**src/rtl/shared_reg_access_ctrl.sv**
```systemverilog
// RT/GP access arbiter for the shared register file.
// Serializes same-address write conflicts with a GP starvation guard.
module shared_reg_access_ctrl #(
  parameter int STARVE_LIMIT = 4
) (
  input  logic        clk,
  input  logic        rst_n,
  input  logic        rt_req_valid,
  output logic        rt_req_ready,
  input  logic        rt_req_we,
  input  logic [2:0]  rt_req_addr,
  input  logic [31:0] rt_req_wdata,
  output logic        rt_resp_valid,
  output logic [31:0] rt_resp_rdata,
  input  logic        gp_req_valid,
  output logic        gp_req_ready,
  input  logic        gp_req_we,
  input  logic [2:0]  gp_req_addr,
  input  logic [31:0] gp_req_wdata,
  output logic        gp_resp_valid,
  output logic [31:0] gp_resp_rdata,
  output logic        srf_rt_en,
  output logic        srf_rt_we,
  output logic [2:0]  srf_rt_addr,
  output logic [31:0] srf_rt_wdata,
  input  logic [31:0] srf_rt_rdata,
  output logic        srf_gp_en,
  output logic        srf_gp_we,
  output logic [2:0]  srf_gp_addr,
  output logic [31:0] srf_gp_wdata,
  input  logic [31:0] srf_gp_rdata,
  output logic [15:0] conflict_count
);

  localparam logic [3:0] LIMIT = 4'(STARVE_LIMIT);

  logic       init_done;
  logic [3:0] starve_cnt;
  logic       conflict;
  logic       gp_wins;
  logic       rt_grant;
  logic       gp_grant;

  always_comb begin
    conflict = rt_req_valid && gp_req_valid &&
               (rt_req_addr == gp_req_addr) &&
               (rt_req_we || gp_req_we);
    gp_wins = conflict && (starve_cnt == LIMIT);

    rt_req_ready = init_done && !gp_wins;
    gp_req_ready = init_done && !(conflict && !gp_wins);

    rt_grant = rt_req_valid && rt_req_ready;
    gp_grant = gp_req_valid && gp_req_ready;
  end

  // Ungranted ports drive all-zero so the file sees no stray traffic.
  always_comb begin
    srf_rt_en    = rt_grant;
    srf_rt_we    = rt_grant && rt_req_we;
    srf_rt_addr  = rt_grant ? rt_req_addr : '0;
    srf_rt_wdata = rt_grant ? rt_req_wdata : '0;
    srf_gp_en    = gp_grant;
    srf_gp_we    = gp_grant && gp_req_we;
    srf_gp_addr  = gp_grant ? gp_req_addr : '0;
    srf_gp_wdata = gp_grant ? gp_req_wdata : '0;
  end

  always_ff @(posedge clk or negedge rst_n) begin
    if (!rst_n) begin
      init_done <= 1'b0;
    end else begin
      init_done <= 1'b1;
    end
  end

  always_ff @(posedge clk or negedge rst_n) begin
    if (!rst_n) begin
      starve_cnt <= '0;
    end else if (gp_grant) begin
      starve_cnt <= '0;
    end else if (conflict && init_done &&
                 starve_cnt < LIMIT) begin
      starve_cnt <= starve_cnt + 4'd1;
    end
  end

  always_ff @(posedge clk or negedge rst_n) begin
    if (!rst_n) begin
      conflict_count <= '0;
    end else if (conflict && init_done &&
                 conflict_count != 16'hFFFF) begin
      conflict_count <= conflict_count + 16'd1;
    end
  end

  always_ff @(posedge clk or negedge rst_n) begin
    if (!rst_n) begin
      rt_resp_valid <= 1'b0;
      rt_resp_rdata <= '0;
      gp_resp_valid <= 1'b0;
      gp_resp_rdata <= '0;
    end else begin
      rt_resp_valid <= rt_grant;
      gp_resp_valid <= gp_grant;
      if (rt_grant) begin
        rt_resp_rdata <= rt_req_we ? '0 : srf_rt_rdata;
      end
      if (gp_grant) begin
        gp_resp_rdata <= gp_req_we ? '0 : srf_gp_rdata;
      end
    end
  end

endmodule

```
**config.mk**
```make
export PLATFORM = sky130hd
export DESIGN_NAME = shared_reg_access_ctrl
export DESIGN_NICKNAME = d
export VERILOG_FILES = /design/src/rtl/shared_reg_access_ctrl.sv
export SDC_FILE = /design/constraint.sdc
export NUM_CORES = 1
export LEC_CHECK = 0
export CAP_MARGIN = 10
export CORE_UTILIZATION = 32
export DETAILED_ROUTE_END_ITERATION = 16
export GPL_TIMING_DRIVEN = 0
export PLACE_DENSITY = 0.86
export SYNTH_ARGS = -nofsm -noshare
export SYNTH_HDL_FRONTEND = slang
export SYNTH_SLANG_ARGS = --single-unit
```
**constraint.sdc**
```tcl
create_clock -name clk -period 2.5 [get_ports clk]
set_input_delay 0.5 -clock clk [delete_from_list [all_inputs] [get_ports clk]]
set_output_delay 0.5 -clock clk [all_outputs]
set_load 0.05 [all_outputs]
```
* Word level (Yosys, flattened, before mapping)
Index checks and enable logic that the tools add are counted.
** Word-level totals
- Flip-flop bits (word level) :: 87
- Latch bits :: 0
- Bits in writable memories :: 0
- ROM bits :: 0
- Bits of input ports :: 140
- Output and inout port bits :: 158
- Memories :: 0
** Cells by class
- $add $sub $neg :: 2
- $mul :: 0
- Divide/modulo/power cells :: 0
- Magnitude comparators :: 1
- Equal/unequal tests :: 3
- Shift-type cells :: 0
- Multiplexer cells :: 8
- Bitwise gates (word level) :: 0
- Reductions and logical operators :: 18
** Operators with widths (count)
- 2-to-1 mux 32 bit :: 4
- adder 16 x 1 -> 16 bit (second input constant) :: 1
- inequality test 16 bit (second input constant) :: 1
- logical AND 1 bit :: 14
- 2-to-1 mux 4 bit :: 2
- 2-to-1 mux 3 bit :: 2
- adder 4 x 1 -> 4 bit (second input constant) :: 1
- == test 4 x 3 -> 1 bit (second input constant) :: 1
- less-than comparator 4 x 3 -> 1 bit (second input constant) :: 1
- == test 3 bit :: 1
- logical NOT 1 bit :: 2
- nonzero test 2 bit :: 1
- logical OR 1 bit :: 1

* Longest topological paths before layout
- Word-level depth :: 10
- Mapped depth :: 9
- Mapped depth without buffers :: 7

* Least setup slack after synthesis
OpenSTA, ideal clock, no wires.
- Path kind :: input to output
- From :: input port gp_req_addr[2]
- To :: output port srf_gp_wdata[26]
- Data arrival time :: 2.249 ns
- Data required time :: 2.000 ns
- Setup slack :: -0.249 ns
- Stages :: 8
- Buffers on the path :: 3
- Path through :: xor2_1 > or4_1 > buf_2 > o211ai_2 > buf_4 > inv_2 > buf_2 > and2_1
** Between the ends
- Longest elaborated chain between the ends :: 10
** RTL lines
- start: declaration :: line 18 : input logic [2:0] gp_req_addr,
- == test 3 bit (*) :: line 46 : (rt_req_addr == gp_req_addr) &&
- logical AND 1 bit (*) :: line 45 : conflict = rt_req_valid && gp_req_valid &&
- logical AND 1 bit (*) :: line 46
- logical AND 1 bit :: line 48 : gp_wins = conflict && (starve_cnt == LIMIT);
- logical NOT 1 bit :: line 51 : gp_req_ready = init_done && !(conflict && !gp_wins);
- logical AND 1 bit (*) :: line 51
- logical NOT 1 bit (*) :: line 51
- logical AND 1 bit (*) :: line 51
- logical AND 1 bit (*) :: line 54 : gp_grant = gp_req_valid && gp_req_ready;
- via srf_gp_en :: line 27 : output logic srf_gp_en,
- 2-to-1 mux 32 bit (*) :: line 66 : srf_gp_wdata = gp_grant ? gp_req_wdata : '0;
- end: declaration :: line 30 : output logic [31:0] srf_gp_wdata,
Mark *: on every way through the listed nets, which the timed path passes. The rest lies on a longest branch.

* Worst setup path in the final report
- From :: input port rt_req_addr[2]
- To :: output port srf_gp_wdata[8]
** Between the ends
- Longest elaborated chain between the ends :: 10
** RTL lines
- start: declaration :: line 11 : input logic [2:0] rt_req_addr,
- == test 3 bit (*) :: line 46
- logical AND 1 bit (*) :: line 45
- logical AND 1 bit (*) :: line 46
- logical AND 1 bit :: line 48
- logical NOT 1 bit :: line 51
- logical AND 1 bit (*) :: line 51
- logical NOT 1 bit (*) :: line 51
- logical AND 1 bit (*) :: line 51
- logical AND 1 bit (*) :: line 54
- 2-to-1 mux 32 bit (*) :: line 66
Every way passes the cells marked *; elsewhere a longest branch is shown, timed or not.

==> results.sh <==
export IMPL_postRouteAntennaNets=0
export IMPL_area_delta_synth_final_pct=97.3
export IMPL_p_switching_uw=1590
export IMPL_setup_worst_path_start_class="primary input"
export IMPL_final_setup_viol_count=75
export IMPL_die_h_um=118
export IMPL_port_buffers=297
export IMPL_grt_pass1_vias=4472
export IMPL_drt_initial_drc_count=138
export IMPL_clk_path_buf_depth=2
export IMPL_htree_levels=3
export IMPL_synth_seq_cells=87
export IMPL_slew_violations=0
export IMPL_sw_frac_of_total_pct=35.2
export IMPL_worstRegToRegCells=10
export IMPL_p_total_uw=4520
export IMPL_postRouteWirelength_um=15800
export IMPL_clk_latency_ns=0.34
export IMPL_seqPwrFrac_pct=35.6
export IMPL_cts_buffers_inserted=9
export IMPL_slew_headroom_pct=61.1
export IMPL_period_share_pct=108
export IMPL_violations="negative setup slack"
export IMPL_end_kind="primary output"
export IMPL_n_antenna_cell=0
export IMPL_grt_use_met1_pct=27.6
export IMPL_nNetsFinal=934
export IMPL_synthesis_area_um2=4290
export IMPL_crit_fanout=8
export IMPL_arrival_ns=2.19
export IMPL_synth_area_per_cell_um2=9.25
export IMPL_power_leakage_uw=0.00385
export IMPL_yosys_top_cells_area="dfrtp_1 (51%), and2_1 (11%), nand2_1 (8.7%)"
export IMPL_cts_tree="done"
export IMPL_vias_per_cell=4.61
export IMPL_required_ns=2.00
export IMPL_hold_path_class="in -> async"
export IMPL_hold_slack_ns=0.162
export IMPL_grt_overflow_total=0
export IMPL_top_usage_layer="met2"
export IMPL_cts_sinks=87
export IMPL_ir_worst_vdd_v=0.000284
export IMPL_yosysTopAreaCell="dfrtp_1"
export IMPL_grtUsageMet3_pct=6.06
export IMPL_grt_first_pass_wirelength_um=24600
export IMPL_ys_types=33
export IMPL_ios=298
export IMPL_pwr_share_comb_pct=37.0
export IMPL_drc=0
export IMPL_r2r_start="starve_cnt[0]"
export IMPL_cap_violations=0
export IMPL_yosysTopAreaCellShare_pct=50.7
export IMPL_worstSetupPathType="in -> out"
export IMPL_seq_area_frac_synth_pct=50.7
export IMPL_syn_inst=464
export IMPL_grt_max_degree=46
export IMPL_grt_usage_pct=22.9
export IMPL_power_density_nw_per_um2=534
export IMPL_hpwl_um=11500
export IMPL_synthArstFlopShare_pct=100
export IMPL_drive_above_1_share_pct=27.6
export IMPL_synth_edff_count=0
export IMPL_initial_core_util_pct=33.5
export IMPL_tightest_slew_ns=0.583
export IMPL_outcome="finished, violations left"
export IMPL_ff2ff_setup_slack_ns=0.53
export IMPL_dp_slack_ns=-1.85
export IMPL_use_met2_pct=39.3
export IMPL_root_buffer="clkbuf_16"
export IMPL_skew_ns=0.00551
export IMPL_clock_fmax_mhz=372
export IMPL_drtPass1Iterations=4
export IMPL_avgRoutedWirePerCell_um=16.4
export IMPL_p_int_uw=2930
export IMPL_holdBufCountCts=0
export IMPL_die_x_um=118
export IMPL_fillers=971
export IMPL_clk_pin_slew_ns=0.06
export IMPL_layout_min_cycle_time_ns=2.69
export IMPL_ys_flop_type="dfrtp_1"
export IMPL_layout_commonest_cell="clkdlybuf4s50_1"
export IMPL_final_cell_mix="clkdlybuf4s50_1 (210), nand2_1 (99), dfrtp_1 (87)"
export IMPL_rsz0062_at_grt="true"
export IMPL_finalNonFillerCells=968
export IMPL_routabilityCongestion=0.787
export IMPL_vias=4461
export IMPL_finalHoldViolations=0
export IMPL_rows=41
export IMPL_setup_slack_ns=-0.190
export IMPL_clkPwrFrac_pct=27.4
export IMPL_r2r_end="gp_resp_rdata[10]"
export IMPL_dp_cells=934
export IMPL_die_area_um2=13900
export IMPL_synth_fp_nets=607
export IMPL_ys_warnings_count=0
export IMPL_core_area_um2=12800
export IMPL_antenna_found_initial=0
[power by group through the flow]
| stage | Sequential [uW] | Combinational (uW) | Clock, uW |
|---|---|---|---|
| after floorplan | 2080 | 435 | 0 |
| after global placement | 1630 | 1550 | 0 |
| after detailed placement | 1640 | 1570 | 0 |
| after CTS | 1610 | 1670 | 1270 |
| after global routing | 1620 | 1750 | 1330 |
| final | 1610 | 1670 | 1240 |
[synthesized netlist by cell type, drive strengths merged, types with 3 or more instances]
library cell / number
and2: 74
or4: 3
ha: 3
xor2: 4
nand3b: 33
and3: 4
o21ai: 32
nand3: 10
nor2: 12
clkbuf: 16
nand2: 99
buf: 12
o211ai: 3
xnor2: 15
nand4: 8
inv: 8
nand2b: 33
dfrtp: 87
[flip-flops by register name (all words and copies together), names as in the netlist]
name / cells
gp_resp_rdata: 32
rt_resp_rdata: 32
conflict_count: 16
starve_cnt: 4
gp_resp_valid: 1
init_done: 1
rt_resp_valid: 1
[logic make-up after synthesis]
group | synth area share (%)
AND/OR/NAND/NOR | 35.2
flip-flops | 50.7
AO/OA/AOI/OAI | 5.02
buffers and inverters | 3.73
XOR/XNOR | 3.88
adder cells (fa/ha/maj) | 0.875
multiplexers | 0.496
other | 0.0874
[what timing repair did]
item	4_1_cts	5_1_grt
setup endpoints to repair	161	75
pin swaps	34	1
endpoints found under the hold margin	0	0
buffers inserted	11	3
resized for setup	664	14
cloned	5	0
[final cells by class]
| type | count | area (um^2) | share of cell area (%) |
|---|---|---|---|
| Clock buffer | 13 | 250 | 2.96 |
| Inverter | 8 | 40.0 | 0.473 |
| Multi-Input combinational cell | 341 | 2160 | 25.5 |
| Buffer | 27 | 220 | 2.60 |
| Tap cell | 172 | 215 | 2.54 |
| Clock inverter | 3 | 18.8 | 0.222 |
| Sequential cell | 87 | 2180 | 25.7 |
| Timing Repair Buffer | 317 | 3380 | 40.0 |
[metrics by stage]
| step | area, um^2 | util [%] | TNS (ns) |
|---|---|---|---|
| after CTS | 8410 | 65.6 | -15.73 |
| after detailed placement | 7690 | 60.0 | -182.17 |
| final | 8460 | 66.0 | -11.87 |
| after global placement | 7680 | 59.9 | -376.90 |
| after global routing | 8460 | 66.0 | -16.58 |
| after floorplan | 4490 | - | -0.702 |
[worst max-delay path by stage]
stage	startpoint	to	cells past startpoint
final	rt_req_addr[2]	srf_gp_wdata[8]	9
after global routing	gp_req_we	srf_gp_wdata[18]	9
after CTS	gp_req_we	srf_gp_addr[2]	9
after detailed placement	gp_req_we	srf_rt_wdata[13]	9
after global placement	rst_n	rt_resp_rdata[21]	1
after floorplan	gp_req_addr[2]	srf_rt_wdata[24]	7
[critical path: stages]
cell and delay (ns):
buf_6 0.09, xor2_1 0.14, or4_4 0.59, o211ai_4 0.22, buf_6 0.15, inv_8 0.05
clkbuf_8 0.15, and2_4 0.14, buf_6 0.15
[layer usage]
metal	routed length, um	up-vias
li1	-	2146
met1	6340	2090
met2	8060	203
met3	1150	22
met4	282	0
met5	0	-
(Power assumes the default switching activity.)
